**src/rtl/vm_port_arbiter_if.sv**
```systemverilog
// Vm port bundle: work pipeline, configurator and single-port Vm SRAM signals.
// The slave modport is the arbiter's view; the master modport is its environment.
interface vm_port_arbiter_if #(
  parameter int unsigned NNW = 12,
  parameter int unsigned VW  = 20
) ();

  logic           wk_re;
  logic           wk_we;
  logic [NNW-1:0] wk_addr;
  logic [VW-1:0]  wk_wdata;
  logic           wk_ready;
  logic           wk_rvld;
  logic [VW-1:0]  wk_rdata;

  logic           cfg_re;
  logic           cfg_we;
  logic [NNW-1:0] cfg_addr;
  logic [VW-1:0]  cfg_wdata;
  logic           cfg_busy;
  logic           cfg_rvld;
  logic [VW-1:0]  cfg_rdata;

  logic           mem_re;
  logic           mem_we;
  logic [NNW-1:0] mem_addr;
  logic [VW-1:0]  mem_wdata;
  logic [VW-1:0]  mem_rdata;

  modport slave (
    input  wk_re, wk_we, wk_addr, wk_wdata,
    output wk_ready, wk_rvld, wk_rdata,
    input  cfg_re, cfg_we, cfg_addr, cfg_wdata,
    output cfg_busy, cfg_rvld, cfg_rdata,
    output mem_re, mem_we, mem_addr, mem_wdata,
    input  mem_rdata
  );

  modport master (
    output wk_re, wk_we, wk_addr, wk_wdata,
    input  wk_ready, wk_rvld, wk_rdata,
    output cfg_re, cfg_we, cfg_addr, cfg_wdata,
    input  cfg_busy, cfg_rvld, cfg_rdata,
    input  mem_re, mem_we, mem_addr, mem_wdata,
    output mem_rdata
  );

endinterface

```
**src/rtl/vm_port_arbiter.sv**
```systemverilog
// Shares the single-port Vm SRAM between the work pipeline (zero-latency priority)
// and a one-deep configurator slot that is forced through after STARVE_MAX work cycles.
module vm_port_arbiter #(
  parameter int unsigned NNW        = 12,
  parameter int unsigned VW         = 20,
  parameter int unsigned STARVE_MAX = 8
) (
  input logic               clk,
  input logic               rst_n,
  vm_port_arbiter_if.slave  bus
);

  localparam int unsigned SW = (STARVE_MAX < 1) ? 1 : $clog2(STARVE_MAX + 1);
  localparam logic [SW-1:0] StarveLimit = SW'(STARVE_MAX);

  typedef enum logic [1:0] {StIdle, StPend, StGrant} state_e;

  state_e         state_q, state_d;
  logic [SW-1:0]  starve_q, starve_d;

  logic           slot_we_q;
  logic [NNW-1:0] slot_addr_q;
  logic [VW-1:0]  slot_wdata_q;

  logic           rd_pend_q;
  logic           rd_owner_q;
  logic [VW-1:0]  wk_rdata_q, cfg_rdata_q;

  logic           wk_req, cfg_pulse, capture;
  logic           mem_re, mem_we;
  logic [NNW-1:0] mem_addr;
  logic [VW-1:0]  mem_wdata;
  logic           wk_rvld, cfg_rvld;

  assign wk_req    = bus.wk_re | bus.wk_we;
  assign cfg_pulse = bus.cfg_re | bus.cfg_we;
  // The slot only accepts pulses while empty, i.e. while cfg_busy is low.
  assign capture   = (state_q == StIdle) && cfg_pulse;

  always_comb begin
    state_d  = state_q;
    starve_d = starve_q;
    unique case (state_q)
      StIdle: begin
        if (cfg_pulse) begin
          state_d  = StPend;
          starve_d = '0;
        end
      end
      StPend: begin
        if (wk_req && (starve_q != StarveLimit)) begin
          starve_d = starve_q + SW'(1);
        end
        if (!wk_req || (starve_d == StarveLimit)) begin
          state_d = StGrant;
        end
      end
      StGrant: state_d = StIdle;
      default: state_d = StIdle;
    endcase
  end

  always_comb begin
    mem_re    = 1'b0;
    mem_we    = 1'b0;
    mem_addr  = bus.wk_addr;
    mem_wdata = bus.wk_wdata;
    if (state_q == StGrant) begin
      mem_we    = slot_we_q;
      mem_re    = ~slot_we_q;
      mem_addr  = slot_addr_q;
      mem_wdata = slot_wdata_q;
    end else if (bus.wk_we) begin
      // Simultaneous re/we from the work side is resolved as a write.
      mem_we = 1'b1;
    end else if (bus.wk_re) begin
      mem_re = 1'b1;
    end
  end

  assign wk_rvld  = rd_pend_q & ~rd_owner_q;
  assign cfg_rvld = rd_pend_q & rd_owner_q;

  assign bus.mem_re    = mem_re;
  assign bus.mem_we    = mem_we;
  assign bus.mem_addr  = mem_addr;
  assign bus.mem_wdata = mem_wdata;
  assign bus.wk_ready  = (state_q != StGrant);
  assign bus.cfg_busy  = (state_q != StIdle);
  assign bus.wk_rvld   = wk_rvld;
  assign bus.cfg_rvld  = cfg_rvld;
  assign bus.wk_rdata  = wk_rvld  ? bus.mem_rdata : wk_rdata_q;
  assign bus.cfg_rdata = cfg_rvld ? bus.mem_rdata : cfg_rdata_q;

  always_ff @(posedge clk or negedge rst_n) begin
    if (!rst_n) begin
      state_q  <= StIdle;
      starve_q <= '0;
    end else begin
      state_q  <= state_d;
      starve_q <= starve_d;
    end
  end

  always_ff @(posedge clk or negedge rst_n) begin
    if (!rst_n) begin
      slot_we_q    <= 1'b0;
      slot_addr_q  <= '0;
      slot_wdata_q <= '0;
    end else if (capture) begin
      slot_we_q    <= bus.cfg_we;
      slot_addr_q  <= bus.cfg_addr;
      slot_wdata_q <= bus.cfg_wdata;
    end
  end

  // Owner tag travels with the read so the returning data lands on the right side.
  always_ff @(posedge clk or negedge rst_n) begin
    if (!rst_n) begin
      rd_pend_q   <= 1'b0;
      rd_owner_q  <= 1'b0;
      wk_rdata_q  <= '0;
      cfg_rdata_q <= '0;
    end else begin
      rd_pend_q  <= mem_re;
      rd_owner_q <= (state_q == StGrant);
      if (wk_rvld) begin
        wk_rdata_q <= bus.mem_rdata;
      end
      if (cfg_rvld) begin
        cfg_rdata_q <= bus.mem_rdata;
      end
    end
  end

endmodule

```
**src/flat_wrapper.sv**
```systemverilog
// flat-port wrapper written by rule: the top's interface ports become plain ports
module vm_port_arbiter_flat 
#(
  parameter int unsigned NNW        = 12,
  parameter int unsigned VW         = 20,
  parameter int unsigned STARVE_MAX = 8
)
  (clk, rst_n, bus_wk_re, bus_wk_we, bus_wk_addr, bus_wk_wdata, bus_wk_ready, bus_wk_rvld, bus_wk_rdata, bus_cfg_re, bus_cfg_we, bus_cfg_addr, bus_cfg_wdata, bus_cfg_busy, bus_cfg_rvld, bus_cfg_rdata, bus_mem_re, bus_mem_we, bus_mem_addr, bus_mem_wdata, bus_mem_rdata);
  vm_port_arbiter_if #(.NNW(NNW), .VW(VW)) bus_i ();
  input logic clk;
  input logic rst_n;
  input wire logic [$bits(bus_i.wk_re)-1:0] bus_wk_re;
  input wire logic [$bits(bus_i.wk_we)-1:0] bus_wk_we;
  input wire logic [$bits(bus_i.wk_addr)-1:0] bus_wk_addr;
  input wire logic [$bits(bus_i.wk_wdata)-1:0] bus_wk_wdata;
  output wire logic [$bits(bus_i.wk_ready)-1:0] bus_wk_ready;
  output wire logic [$bits(bus_i.wk_rvld)-1:0] bus_wk_rvld;
  output wire logic [$bits(bus_i.wk_rdata)-1:0] bus_wk_rdata;
  input wire logic [$bits(bus_i.cfg_re)-1:0] bus_cfg_re;
  input wire logic [$bits(bus_i.cfg_we)-1:0] bus_cfg_we;
  input wire logic [$bits(bus_i.cfg_addr)-1:0] bus_cfg_addr;
  input wire logic [$bits(bus_i.cfg_wdata)-1:0] bus_cfg_wdata;
  output wire logic [$bits(bus_i.cfg_busy)-1:0] bus_cfg_busy;
  output wire logic [$bits(bus_i.cfg_rvld)-1:0] bus_cfg_rvld;
  output wire logic [$bits(bus_i.cfg_rdata)-1:0] bus_cfg_rdata;
  output wire logic [$bits(bus_i.mem_re)-1:0] bus_mem_re;
  output wire logic [$bits(bus_i.mem_we)-1:0] bus_mem_we;
  output wire logic [$bits(bus_i.mem_addr)-1:0] bus_mem_addr;
  output wire logic [$bits(bus_i.mem_wdata)-1:0] bus_mem_wdata;
  input wire logic [$bits(bus_i.mem_rdata)-1:0] bus_mem_rdata;
  assign bus_i.wk_re = bus_wk_re;
  assign bus_i.wk_we = bus_wk_we;
  assign bus_i.wk_addr = bus_wk_addr;
  assign bus_i.wk_wdata = bus_wk_wdata;
  assign bus_wk_ready = bus_i.wk_ready;
  assign bus_wk_rvld = bus_i.wk_rvld;
  assign bus_wk_rdata = bus_i.wk_rdata;
  assign bus_i.cfg_re = bus_cfg_re;
  assign bus_i.cfg_we = bus_cfg_we;
  assign bus_i.cfg_addr = bus_cfg_addr;
  assign bus_i.cfg_wdata = bus_cfg_wdata;
  assign bus_cfg_busy = bus_i.cfg_busy;
  assign bus_cfg_rvld = bus_i.cfg_rvld;
  assign bus_cfg_rdata = bus_i.cfg_rdata;
  assign bus_mem_re = bus_i.mem_re;
  assign bus_mem_we = bus_i.mem_we;
  assign bus_mem_addr = bus_i.mem_addr;
  assign bus_mem_wdata = bus_i.mem_wdata;
  assign bus_i.mem_rdata = bus_mem_rdata;
  vm_port_arbiter #(.NNW(NNW), .VW(VW), .STARVE_MAX(STARVE_MAX)) u_core (.clk(clk), .rst_n(rst_n), .bus(bus_i));
endmodule
```
**config.mk**
```make
export PLATFORM = sky130hd
export DESIGN_NAME = vm_port_arbiter_flat
export DESIGN_NICKNAME = d
export VERILOG_FILES = /design/src/rtl/vm_port_arbiter_if.sv /design/src/rtl/vm_port_arbiter.sv /design/src/flat_wrapper.sv
export SDC_FILE = /design/constraint.sdc
export NUM_CORES = 1
export LEC_CHECK = 0
export CORE_UTILIZATION = 60
export DETAILED_ROUTE_END_ITERATION = 7
export DONT_BUFFER_PORTS = 1
export GPL_TIMING_DRIVEN = 0
export PLACE_DENSITY_LB_ADDON = 0.05
export RECOVER_POWER = 50
export REMOVE_ABC_BUFFERS = 1
export SYNTH_ARGS = -nofsm -noshare
export SYNTH_HDL_FRONTEND = slang
export SYNTH_SLANG_ARGS = --single-unit
```
**constraint.sdc**
```tcl
create_clock -name clk -period 4.1 [get_ports clk]
set_input_delay 0.205 -clock clk [delete_from_list [all_inputs] [get_ports clk]]
set_output_delay 0.205 -clock clk [all_outputs]
set_load 0.01 [all_outputs]
```
# ---- Yosys cells after proc, flatten, opt, wreduce, memory -nomap -nowiden
# Index checks and enable logic that the tools add are counted.
# Widths: inputs -> output; s select.
dict set report totals {
  ff_bits 81
  wordCells 48
}
dict set report op_classes {
  n_addsub 1
  eq_ne 7
  muxes 16
  n_bitwise 6
  n_reduce_logical 9
}
# operator count
set ops {}
lappend ops {{$mux 20} 3}
lappend ops {{$mux 12} 1}
lappend ops {{$mux 4} 3}
lappend ops {{$pmux 4 s2} 1}
lappend ops {{$mux 1} 5}
lappend ops {{$add 4x1->4 const B} 1}
lappend ops {{$eq 4x4->1 const B} 1}
lappend ops {{$mux 2} 2}
lappend ops {{$ne 2x1->1 const B} 2}
lappend ops {{$ne 4x4->1 const B} 1}
lappend ops {{$pmux 2 s2} 1}
lappend ops {{$reduce_and 2->1} 2}
lappend ops {{$reduce_bool 2->1} 2}
lappend ops {{$and 1x1->1} 2}
lappend ops {{$eq 2x1->1 const B} 1}
lappend ops {{$eq 2x2->1 const B} 1}
lappend ops {{$logic_and 1x1->1} 2}
lappend ops {{$logic_not 2->1} 1}
lappend ops {{$ne 2x2->1 const B} 1}
lappend ops {{$not 1->1} 2}
lappend ops {{$or 1x1->1} 2}
lappend ops {{$logic_not 1->1} 1}
lappend ops {{$logic_or 1x1->1} 1}

# ---- Longest topological paths before layout
# Gate-level depths: netlist (run 1).
dict set report logic_depth {
  ltp_word 8
  mapped_depth 6
  ltp_nobuf 6
}

# ---- Worst setup path after synthesis (run 1)
# OpenSTA, ideal clock, no wires.
dict set report synth_path {
  path_kind {register to register}
  startpoint {reg u_core.starve_q[0]}
  endpoint {reg u_core.state_q[0]}
  setup_ns 0.137
  arrival_time_ns 1.437
  path_slack_ns 2.526
  path_stages_with_launch 7
  period_less_slack_ns 1.574
  path_cell_list {dfrtp_1 -> inv_1 -> ha_1 -> and3b_1 -> or2_1 -> o41ai_2 -> o31ai_1}
}
dict set report synth_between {
  elab_chain_cells 8
  elab_cells_between_ends 9
  classes_between {add/sub (1); eq/ne (3); mux (2); reduce/logical (3)}
}
# element line
set synth_lines {}
lappend synth_lines {{from (decl)} vm_port_arbiter.sv:19} ;# logic [SW-1:0] starve_q, starve_d;
lappend synth_lines {{from (signal assigned)} vm_port_arbiter.sv:101} ;# starve_q <= starve_d;
lappend synth_lines {{parallel branches: the longest is 2 deep, another holds $add 4x1->4} --}
lappend synth_lines {{$mux 4 *} vm_port_arbiter.sv:51} ;# if (wk_req && (starve_q != StarveLimit)) begin
lappend synth_lines {{$mux 4 *} vm_port_arbiter.sv:43} ;# unique case (state_q)
lappend synth_lines {{$eq 4x4->1 *} vm_port_arbiter.sv:54} ;# if (!wk_req || (starve_d == StarveLimit)) begin
lappend synth_lines {{$logic_or 1x1->1 *} vm_port_arbiter.sv:54}
lappend synth_lines {{$ne 2x1->1 (no source line) *} --}
lappend synth_lines {{$reduce_and 2->1 (no source line) *} --}
lappend synth_lines {{to (signal assigned)} vm_port_arbiter.sv:97} ;# state_q <= StIdle;
lappend synth_lines {{to (signal assigned)} vm_port_arbiter.sv:100} ;# state_q <= state_d;
lappend synth_lines {{to (decl)} vm_port_arbiter.sv:18} ;# state_e state_q, state_d;
# Mark *: on every way between the ends. The select of a mux whose other input is x is not followed.
# A chain may end at the register's enable or synchronous reset.

# ---- Final worst setup path (run 1)
dict set report layout_path {
  startpoint {reg u_core.state_q[0]}
  endpoint {out bus_mem_addr[1]}
}
dict set report layout_between {
  elab_chain_cells 2
}
# element line
set layout_lines {}
lappend layout_lines {{$eq 2x2->1} vm_port_arbiter.sv:68} ;# if (state_q == StGrant) begin
lappend layout_lines {{$mux 12} vm_port_arbiter.sv:68}
lappend layout_lines {{to (decl)} flat_wrapper.sv:28} ;# output wire logic [$bits(bus_i.mem_addr)-1:0] bus_mem_addr;
# No other way between the ends.

==> report_table.html, run 1 <==
<table>
<tr><th>Metric</th><th>Value</th></tr>
<tr><th colspan="2">Placement</th></tr>
<tr><td>Routability-driven placement congestion ratio</td><td>a little under 0.8</td></tr>
<tr><td>Worst setup slack before clock tree synthesis</td><td>682 ps</td></tr>
<tr><td>Half-perimeter wire length after detailed placement</td><td>just under 5 mm</td></tr>
<tr><td>IO Port Bufs</td><td>0</td></tr>
<tr><th colspan="2">Layout</th></tr>
<tr><td>Fraction of layout cells with a size suffix above 1</td><td>6.97%</td></tr>
<tr><td>Multi-input combinational cell area</td><td>approximately 0.0015 mm²</td></tr>
<tr><td># nets final</td><td>around 500</td></tr>
<tr><td>Area growth from synthesis to final layout</td><td>15.5%</td></tr>
<tr><td>Fill cell count</td><td>slightly below 400</td></tr>
<tr><td>Antenna Diode Count</td><td>0</td></tr>
<tr><td>Area occupied by registers</td><td>between 0.002 and 0.0025 mm²</td></tr>
<tr><th colspan="2">Synthesis</th></tr>
<tr><td>Cell area after synthesis</td><td>~0.0036 mm²</td></tr>
<tr><td>Sequential area share after synthesis</td><td>56.6%</td></tr>
<tr><td>Number of instances in the synthesized netlist</td><td>~380</td></tr>
<tr><td>#FFs+latches synth</td><td>81</td></tr>
<tr><td>Yosys warning total</td><td>0</td></tr>
<tr><td>Netlist cell types</td><td>29</td></tr>
<tr><td>Average cell area after synthesis</td><td>about 9.4 µm²</td></tr>
<tr><th colspan="2">STA</th></tr>
<tr><td>Slew Limit Headroom</td><td>-29.5%</td></tr>
<tr><td>Measured slew at the worst slew-check pin</td><td>approximately 2000 ps</td></tr>
<tr><td>Final-layout setup total negative slack</td><td>0 ps</td></tr>
<tr><td>Time the worst path needs with I/O delays and setup</td><td>around 3000 ps</td></tr>
<tr><td>Clock Skews</td><td>approximately 9.6 ps</td></tr>
<tr><td>Minimum setup slack in the final design</td><td>around 1100 ps</td></tr>
<tr><td>Pins over their slew limit</td><td>between 90 and 100</td></tr>
<tr><td>Number of failing setup endpoints in the final timing report</td><td>0</td></tr>
<tr><td>Period utilization</td><td>73.1%</td></tr>
<tr><td>Maximum clock frequency</td><td>roughly 0.33 GHz</td></tr>
<tr><td>Final count of hold timing violations</td><td>0</td></tr>
<tr><td>Setup repair after global routing missed its margin</td><td>false</td></tr>
<tr><th colspan="2">Floorplan</th></tr>
<tr><td>Die height</td><td>79.3 µm</td></tr>
<tr><td>Boundary pin count</td><td>168</td></tr>
<tr><td>Die outline area</td><td>approximately 0.0063 mm²</td></tr>
<tr><td>Core ar.</td><td>0.00564 mm²</td></tr>
<tr><td>Initial core utilization</td><td>a little under two thirds</td></tr>
<tr><td>FP Rows</td><td>27</td></tr>
<tr><td>DIE WIDTH</td><td>79.3 µm</td></tr>
<tr><th colspan="2">Worst setup path</th></tr>
<tr><td>Slowest cell on the critical path</td><td>sky130_fd_sc_hd__clkinv_1</td></tr>
<tr><td>CP Buf/Inv Count</td><td>1</td></tr>
<tr><td>Setup Crit Path Kind</td><td>reg2out</td></tr>
<tr><td>Cells traversed along the worst timing path</td><td>nand2b_2 &gt; clkinv_1 &gt; nand2_1 &gt; nand2_1</td></tr>
<tr><td>Arrival time reported for the critical path endpoint</td><td>about 2800 ps</td></tr>
<tr><td>Cell class contributing the biggest share of worst-path delay</td><td>simple AND/OR/NAND/NOR gates</td></tr>
<tr><td>Peak fanout along the critical path</td><td>37</td></tr>
<tr><td>Worst Setup End Kind</td><td>output port</td></tr>
<tr><td>Required time at the endpoint of the critical path</td><td>3890 ps</td></tr>
<tr><td>Most frequent CP cell</td><td>sky130_fd_sc_hd__nand2_1</td></tr>
<tr><td>Critical Path Start Type</td><td>flop</td></tr>
<tr><td>Largest incremental delay on the critical path</td><td>980 ps</td></tr>
<tr><th colspan="2">Clocking</th></tr>
<tr><td>Clock buffers created by TritonCTS</td><td>9</td></tr>
<tr><td>Clock Path Buffers</td><td>2</td></tr>
<tr><td>Max H-tree Level</td><td>3</td></tr>
<tr><td>Post CTS Setup Buffer Count</td><td>0</td></tr>
<tr><td>CTS resizes</td><td>0</td></tr>
<tr><td>Cell at the root of the clock tree</td><td>sky130_fd_sc_hd__clkbuf_8</td></tr>
<tr><td>Latest clock arrival within the worst-skew pair</td><td>approximately 330 ps</td></tr>
<tr><td>Clock Pin Slew Worst Setup and Hold Paths</td><td>roughly 90 ps</td></tr>
<tr><td>Clock sink count</td><td>81</td></tr>
<tr><td>TritonCTS clock tree</td><td>built</td></tr>
<tr><th colspan="2">Run status</th></tr>
<tr><td>Violations in the final reports</td><td>max-capacitance violations, max-slew violations</td></tr>
<tr><td>Run status</td><td>complete, but fails checks</td></tr>
<tr><th colspan="2">Pwr</th></tr>
<tr><td>Leakage power of the design</td><td>between 2 and 2.5 nW</td></tr>
<tr><td>Peak ir drop on the vdd network</td><td>around 370 µV</td></tr>
<tr><td>Power density relative to cell area</td><td>~740 mW/mm²</td></tr>
<tr><td>Power Total</td><td>a little over 3 mW</td></tr>
<tr><th colspan="2">Detailed routing</th></tr>
<tr><td>Number of DRC violations after detailed routing</td><td>0</td></tr>
<tr><td>1st-pass router iterations</td><td>5</td></tr>
<tr><td>WL final</td><td>7.61 mm</td></tr>
<tr><td>Per-cell via count in the routed design</td><td>5.49</td></tr>
<tr><td>Number of nets with antenna violations after routing</td><td>0</td></tr>
<tr><td>Drt wl/cell</td><td>~16 µm</td></tr>
<tr><td>Via count</td><td>~2,700</td></tr>
<tr><td>Starting DRT DRC Count</td><td>between 90 and 100</td></tr>
<tr><th colspan="2">GRT</th></tr>
<tr><td>Vias in the first global route</td><td>between 2,000 and 3,000</td></tr>
<tr><td>Total gr overflow</td><td>0</td></tr>
<tr><td>Global-route wire length before repair</td><td>approximately 12 mm</td></tr>
<tr><td>Largest net degree at the start of global routing</td><td>slightly above 80</td></tr>
<tr><td>Global routing usage summed across all routing layers</td><td>between 20 and 30%</td></tr>
<tr><td>Number of antenna violations at the first check in global routing</td><td>0</td></tr>
<tr><th colspan="2">Job</th></tr>
<tr><td>Max capacitance violation total</td><td>2</td></tr>
<tr><th colspan="2">Worst hold path</th></tr>
<tr><td>Hold WC Path Type</td><td>in2reg</td></tr>
</table>
==> placed cells by master (no fill, tap or decap), types with 2 or more instances in the layout <==
cell                            instances
sky130_fd_sc_hd__nand2_1              198
sky130_fd_sc_hd__dfrtp_1               81
sky130_fd_sc_hd__dlygate4sd3_1         34
sky130_fd_sc_hd__mux2_1                31
sky130_fd_sc_hd__mux2_2                10
sky130_fd_sc_hd__clkbuf_8              10
sky130_fd_sc_hd__o21ai_0                8
sky130_fd_sc_hd__inv_1                  5
sky130_fd_sc_hd__inv_6                  4
sky130_fd_sc_hd__nor2_1                 3
sky130_fd_sc_hd__a31oi_1                3
sky130_fd_sc_hd__nor2b_1                2
sky130_fd_sc_hd__nor3_1                 2
sky130_fd_sc_hd__a21oi_1                2
sky130_fd_sc_hd__a22o_1                 2
sky130_fd_sc_hd__ha_1                   2
sky130_fd_sc_hd__clkbuf_1               2
==> final cells by class <==
class / count / share of cell area (%)
flip-flops and latches: 81 / 49.0
multi-input cells: 276 / 35.2
repair buffers: 37 / 8.53
clock buffers: 10 / 3.33
well taps: 72 / 2.18
clock inverters: 6 / 1.15
inverters: 6 / 0.545
==> per-stage QoR <==
stage	std cells	instance area (µm²)	utilization [%]	hold slack, ps
finish	488	4140	73.3	44.6
global placement	435	3590	63.7	-89.1
CTS	488	4210	74.6	26.4
global route	488	4140	73.3	41.6
detailed placement	437	3660	64.8	-89.0
floorplan	363	3500	-	-90.6
==> what timing repair did <==
action,CTS,global route
endpoints found under the setup margin,0,0
hold endpoints to repair,114,0
hold buffers,35,0
==> Yosys cell counts (all sizes together) <==
master | n | area share [%]
o21ai | 8 | 1.1
xnor2 | 1 | 0.24
a31oi | 3 | 0.52
nand3b | 1 | 0.21
a22o | 2 | 0.49
nor2b | 2 | 0.35
or3 | 1 | 0.17
inv | 5 | 0.52
mux2 | 41 | 13
nand2 | 198 | 21
a21oi | 2 | 0.28
xor2 | 1 | 0.24
o21a | 1 | 0.21
clkinv | 1 | 0.10
dfrtp | 81 | 57
and3b | 1 | 0.24
o21ba | 1 | 0.28
ha | 2 | 0.70
nand2b | 2 | 0.35
o41ai | 1 | 0.45
clkbuf | 9 | 0.94
o31ai | 1 | 0.21
nor3 | 2 | 0.28
nand3 | 1 | 0.14
buf | 9 | 1.2
nor2 | 3 | 0.31
or2 | 1 | 0.17
==> logic make-up (layout without fill, tap and decap cells) <==
| family | count (synthesis) | count (layout) | synth area share (%) |
|---|---|---|---|
| xor gates and xnor gates | 2 | 2 | 0.489 |
| adders and majority gates | 2 | 2 | 0.699 |
| and+or+nand+nor | 212 | 212 | 23.0 |
| buffers and inverters | 24 | 59 | 2.76 |
| AOI/OAI and AO/OA | 19 | 19 | 3.56 |
| DFF | 81 | 81 | 56.6 |
| muxes | 41 | 41 | 12.9 |
==> registers in the layout (all words and copies together) (netlist names) <==
| name | cells |
|---|---|
| u_core.starve_q | 4 |
| u_core.slot_wdata_q | 20 |
| u_core.cfg_rdata_q | 20 |
| u_core.state_q | 2 |
| u_core.wk_rdata_q | 20 |
| u_core.slot_we_q | 1 |
| u_core.slot_addr_q | 12 |
| u_core.rd_pend_q | 1 |
| u_core.rd_owner_q | 1 |
==> worst register-to-register path, stage by stage (launching register included) <==
cell,delay (ps)
sky130_fd_sc_hd__dfrtp_1,380
sky130_fd_sc_hd__nand2b_2,630
sky130_fd_sc_hd__clkinv_1,980
==> final timing paths <==
check	to	from	cells after the start	slack [ps]
max in group asynchronous	u_core.starve_q[3]	rst_n	2	1960
max	bus_mem_addr[1]	u_core.state_q[0]	4	1100
max reg2reg	u_core.rd_owner_q	u_core.state_q[0]	2	1670
min reg2reg	u_core.slot_wdata_q[19]	u_core.slot_wdata_q[19]	2	480
min in group asynchronous	u_core.wk_rdata_q[7]	rst_n	2	1000
min	u_core.slot_we_q	bus_cfg_re	2	40
==> layer usage <==
| layer | GRT usage, % | part of all wire (%) | up-vias |
|---|---|---|---|
| met5 | 0 | 0 | - |
| met4 | 9.64 | 0.84 | 0 |
| met3 | 6.09 | 8.1 | 6 |
| met2 | 42.2 | 49 | 124 |
| met1 | 32.0 | 42 | 1277 |
| li1 | - | - | 1272 |
==> power by group <==
part	total, mW	switching, mW	internal [mW]	leakage (nW)
Combinational	1.17	0.773	0.397	1.00
Clock	0.538	0.293	0.244	0.0941
Sequential	1.36	0.165	1.19	0.974
Total	3.06	1.23	1.83	2.07
(Power assumes the default switching activity.)
==> run 2, diff against run 1 <==
--- a/config.mk
+++ b/config.mk
@@ -5,6 +5,7 @@
 export SDC_FILE = /design/constraint.sdc
 export NUM_CORES = 1
 export LEC_CHECK = 0
+export ABC_AREA = 1
 export CORE_UTILIZATION = 60
 export DETAILED_ROUTE_END_ITERATION = 7
 export DONT_BUFFER_PORTS = 1
==> constraint.sdc (replaced) <==
create_clock -name clk -period 2.85 [get_ports clk]
set_input_delay 0.1425 -clock clk [delete_from_list [all_inputs] [get_ports clk]]
set_output_delay 0.1425 -clock clk [all_outputs]
set_load 0.01 [all_outputs]
==> run 2 against run 1 <==
  * The run still ends with max-capacitance violations, max-slew violations left
  * Count of clock-buffer cells in the layout is 4 higher
  * Wire length grew 6.8%
  * Via count increased by 11%
  * Critical endpoint is now bus_mem_re
  * Register-to-register slack got worse by 1000 ps
  * Global-route usage increased by 1.0 points
  * Largest cell class unchanged
  * Sequential share of layout area up 0.43 points
  * Power rose by 41%
  * Largest power group unchanged
  * Core utilization shrank 0.64 points
==> report_table.html, run 2 <==
<table>
<tr><th>Metric</th><th>Value</th></tr>
<tr><th colspan="2">Worst setup path</th></tr>
<tr><td>Critical Path Start Type</td><td>flop</td></tr>
<tr><td>Length in cells of the worst reg-to-reg path</td><td>5</td></tr>
<tr><td>Endpoint of the worst register-to-register path</td><td>u_core.slot_addr_q[10]</td></tr>
<tr><td>Reg-to-reg setup timing slack</td><td>640 ps</td></tr>
<tr><td>Peak fanout along the critical path</td><td>35</td></tr>
<tr><td>Most frequent CP cell</td><td>sky130_fd_sc_hd__a21oi_1</td></tr>
<tr><td>Cells traversed along the worst timing path</td><td>nor2_4 &gt; inv_2 &gt; nor2_1 &gt; a21oi_1 &gt; a21oi_1</td></tr>
<tr><td>Worst Setup End Kind</td><td>output port</td></tr>
<tr><td>Reg2Reg Launch Point</td><td>u_core.state_q[0]</td></tr>
<tr><td>Arrival time reported for the critical path endpoint</td><td>approximately 2300 ps</td></tr>
<tr><td>Largest incremental delay on the critical path</td><td>~450 ps</td></tr>
<tr><td>Required time at the endpoint of the critical path</td><td>between 2000 and 3000 ps</td></tr>
<tr><td>Setup Crit Path Kind</td><td>reg2out</td></tr>
<tr><td>Critical Path Start</td><td>u_core.state_q[0]</td></tr>
<tr><td>Slowest cell on the critical path</td><td>sky130_fd_sc_hd__dfrtp_1</td></tr>
<tr><th colspan="2">Detailed routing</th></tr>
<tr><td>1st-pass router iterations</td><td>4</td></tr>
<tr><td>Drt wl/cell</td><td>14.5 µm</td></tr>
<tr><td>WL final</td><td>approximately 8.1 mm</td></tr>
<tr><td>Number of DRC violations after detailed routing</td><td>0</td></tr>
<tr><td>Starting DRT DRC Count</td><td>162</td></tr>
<tr><td>Via count</td><td>2,977</td></tr>
<tr><td>Per-cell via count in the routed design</td><td>approximately 5.3</td></tr>
<tr><td>Number of nets with antenna violations after routing</td><td>0</td></tr>
<tr><th colspan="2">Synthesis</th></tr>
<tr><td>Most instantiated flip-flop cell in the synthesis netlist</td><td>sky130_fd_sc_hd__dfrtp_1</td></tr>
<tr><td>Number of instances in the synthesized netlist</td><td>455</td></tr>
<tr><td>Average cell area after synthesis</td><td>between 7 and 8 µm²</td></tr>
<tr><td>#FFs+latches synth</td><td>81</td></tr>
<tr><td>Cell taking the most area after synthesis</td><td>sky130_fd_sc_hd__dfrtp_1</td></tr>
<tr><td>Share of the synthesized area in the top cell type</td><td>56.3%</td></tr>
<tr><td>Top area cells in the synthesized netlist</td><td>sky130_fd_sc_hd__dfrtp_1 56%, sky130_fd_sc_hd__nand2_1 26%, sky130_fd_sc_hd__o21ai_0 5.6%</td></tr>
<tr><td>Synth cell count leaders</td><td>252 x sky130_fd_sc_hd__nand2_1, 81 x sky130_fd_sc_hd__dfrtp_1, 40 x sky130_fd_sc_hd__o21ai_0, 31 x sky130_fd_sc_hd__inv_1, 12 x sky130_fd_sc_hd__buf_2</td></tr>
<tr><td>Proportion of register bits with asynchronous set or reset after synthesis</td><td>100%</td></tr>
<tr><td>Number of flops mapped to enable cells by yosys</td><td>0</td></tr>
<tr><td>Cell area after synthesis</td><td>around 0.0036 mm²</td></tr>
<tr><td>Sequential area share after synthesis</td><td>between 50 and 60%</td></tr>
<tr><td>Yosys warning total</td><td>0</td></tr>
<tr><td>Netlist cell types</td><td>20</td></tr>
<tr><td>Most instantiated library cell after synthesis</td><td>sky130_fd_sc_hd__nand2_1</td></tr>
<tr><th colspan="2">Placement</th></tr>
<tr><td>Half-perimeter wire length after detailed placement</td><td>4.94 mm</td></tr>
<tr><td>Placed cell count</td><td>507</td></tr>
<tr><td>Placed standard-cell area</td><td>0.00360 mm²</td></tr>
<tr><td>Routability-driven placement congestion ratio</td><td>around 0.85</td></tr>
<tr><td>IO Port Bufs</td><td>0</td></tr>
<tr><th colspan="2">GRT</th></tr>
<tr><td>Global routing usage summed across all routing layers</td><td>26.3%</td></tr>
<tr><td>Number of antenna violations at the first check in global routing</td><td>0</td></tr>
<tr><td>Global-route wire length before repair</td><td>12.5 mm</td></tr>
<tr><td>Largest net degree at the start of global routing</td><td>82</td></tr>
<tr><td>Vias in the first global route</td><td>2,801</td></tr>
<tr><td>Total gr overflow</td><td>0</td></tr>
<tr><th colspan="2">Worst hold path</th></tr>
<tr><td>Hold WC Path Type</td><td>in2reg</td></tr>
<tr><td>Hold path startpoint</td><td>bus_wk_we</td></tr>
<tr><td>Capture endpoint of the worst hold path</td><td>u_core.state_q[1]</td></tr>
<tr><td>Worst hold path stage count</td><td>3</td></tr>
<tr><th colspan="2">Run status</th></tr>
<tr><td>Run status</td><td>complete, but fails checks</td></tr>
<tr><td>Violations in the final reports</td><td>max-capacitance violations, max-slew violations</td></tr>
<tr><th colspan="2">STA</th></tr>
<tr><td>Slew Limit Headroom</td><td>-25.9%</td></tr>
<tr><td>Time the worst path needs with I/O delays and setup</td><td>2420 ps</td></tr>
<tr><td>Period utilization</td><td>about 85%</td></tr>
<tr><td>Setup repair after global routing missed its margin</td><td>false</td></tr>
<tr><td>Clock Skews</td><td>between 4 and 5 ps</td></tr>
<tr><td>Pins over their slew limit</td><td>~120</td></tr>
<tr><td>Number of failing setup endpoints in the final timing report</td><td>0</td></tr>
<tr><td>Measured slew at the worst slew-check pin</td><td>approximately 1900 ps</td></tr>
<tr><td>Final count of hold timing violations</td><td>0</td></tr>
<tr><td>Maximum clock frequency</td><td>around 0.41 GHz</td></tr>
<tr><td>Final-layout setup total negative slack</td><td>0 ps</td></tr>
<tr><th colspan="2">Floorplan</th></tr>
<tr><td>Die height</td><td>between 70 and 80 µm</td></tr>
<tr><td>FP Rows</td><td>27</td></tr>
<tr><td>DIE WIDTH</td><td>slightly below 80 µm</td></tr>
<tr><td>Die outline area</td><td>~0.0063 mm²</td></tr>
<tr><td>Boundary pin count</td><td>between 150 and 200</td></tr>
<tr><td>Initial core utilization</td><td>63.8%</td></tr>
<tr><td>Core ar.</td><td>between 0.005 and 0.006 mm²</td></tr>
<tr><th colspan="2">Clocking</th></tr>
<tr><td>Post CTS Setup Buffer Count</td><td>0</td></tr>
<tr><td>Clock Path Buffers</td><td>2</td></tr>
<tr><td>Latest clock arrival within the worst-skew pair</td><td>350 ps</td></tr>
<tr><td>TritonCTS clock tree</td><td>built</td></tr>
<tr><td>Clock Pin Slew Worst Setup and Hold Paths</td><td>roughly 70 ps</td></tr>
<tr><td>Clock buffers created by TritonCTS</td><td>9</td></tr>
<tr><td>Clock sink count</td><td>between 80 and 90</td></tr>
<tr><td>Cell at the root of the clock tree</td><td>sky130_fd_sc_hd__clkbuf_8</td></tr>
<tr><td>Max H-tree Level</td><td>3</td></tr>
<tr><th colspan="2">Layout</th></tr>
<tr><td>Largest regs</td><td>u_core.cfg_rdata_q (20), u_core.slot_wdata_q (20), u_core.wk_rdata_q (20)</td></tr>
<tr><td>Post-layout instance count excluding filler cells</td><td>between 500 and 600</td></tr>
<tr><td>Area occupied by registers</td><td>0.00203 mm²</td></tr>
<tr><td>Most common cell after layout, fill and taps aside</td><td>sky130_fd_sc_hd__nand2_1</td></tr>
<tr><td>Antenna Diode Count</td><td>0</td></tr>
<tr><td>Fraction of layout cells with a size suffix above 1</td><td>between 4 and 5%</td></tr>
<tr><td>Fill cell count</td><td>~440</td></tr>
<tr><td>Final non-filler cell area</td><td>roughly 0.0041 mm²</td></tr>
<tr><td>Area growth from synthesis to final layout</td><td>13.9%</td></tr>
<tr><td># nets final</td><td>approximately 570</td></tr>
<tr><td>Multi-input combinational cell area</td><td>between 0.001 and 0.0015 mm²</td></tr>
<tr><td>Utilization after layout</td><td>around 73%</td></tr>
<tr><td>Top library cells by usage in the layout, fill and taps aside</td><td>253 x sky130_fd_sc_hd__nand2_1, 81 x sky130_fd_sc_hd__dfrtp_1, 43 x sky130_fd_sc_hd__o21ai_0</td></tr>
<tr><th colspan="2">Pwr</th></tr>
<tr><td>Power density relative to cell area</td><td>approximately 1100 mW/mm²</td></tr>
<tr><td>Peak ir drop on the vdd network</td><td>676 µV</td></tr>
<tr><td>Leakage power of the design</td><td>~2.2 nW</td></tr>
<tr><th colspan="2">Job</th></tr>
<tr><td>Max capacitance violation total</td><td>2</td></tr>
</table>
run 2: area by class of cell:
class | instances | area share, %
clock buffers | 14 | 3.97
clock inverters | 2 | 0.305
inverters | 36 | 3.30
multi-input cells | 319 | 32.4
flip-flops and latches | 81 | 49.5
well taps | 72 | 2.20
repair buffers | 35 | 8.42
run 2: worst max path at each step:
stage | to | slack [ps] | depth (start not counted)
floorplan | bus_mem_re | 960 | 5
CTS | bus_mem_re | 60 | 5
finish | bus_mem_re | 430 | 5
global placement | bus_mem_re | 520 | 5
global route | bus_mem_re | 250 | 5
detailed placement | bus_mem_re | 430 | 5
run 2: metrics by stage:
step           worst slack [ps]  power [mW]  hold WS, ps
6_report                    430        4.33         34.6
3_3_place_gp                523        3.47         -151
3_5_place_dp                431        3.55         -151
4_1_cts                    62.7        4.36         43.2
2_1_floorplan               964        3.18         -153
5_1_grt                     251        4.68         21.3
run 2: per-layer routing:
layer / global-route usage, % / vias to the layer above / share of wire, %
li1: - / 1438 / -
met1: 30.2 / 1393 / 41
met2: 44.8 / 134 / 50
met3: 9.71 / 12 / 7.8
met4: 10.0 / 0 / 1.1
met5: 0 / - / 0
run 2: timing repair:
item / CTS / global route
endpoints found under the hold margin: 114 / 0
hold buffers: 35 / 0
setup endpoints to repair: 0 / 1
gates resized for setup: 0 / 0
run 2: kinds of logic (layout without fill, tap and decap cells):
| logic type | after synthesis | count (layout) | synth area share, % |
|---|---|---|---|
| xor gates and xnor gates | 1 | 1 | 0.244 |
| buffers and inverters | 56 | 87 | 6.26 |
| and+or+nand+nor | 266 | 267 | 29.2 |
| adders and majority gates | 2 | 2 | 0.696 |
| DFF | 81 | 81 | 56.3 |
| AOI/OAI and AO/OA | 49 | 49 | 7.27 |
run 2: report_power, final:
group | leakage, nW | switching (mW) | internal (mW)
sequential | 0.995 | 0.248 | 1.71
combinational | 1.16 | 1.19 | 0.433
clock | 0.0867 | 0.387 | 0.364
total | 2.24 | 1.82 | 2.51
run 2: worst max-delay path, delay by kind of cell, from the launching register on:
kind	cells	cell delay [ps]
buffers and inverters	1	370
AO/OA/AOI/OAI	2	450
AND/OR/NAND/NOR	2	640
flip-flops	1	450
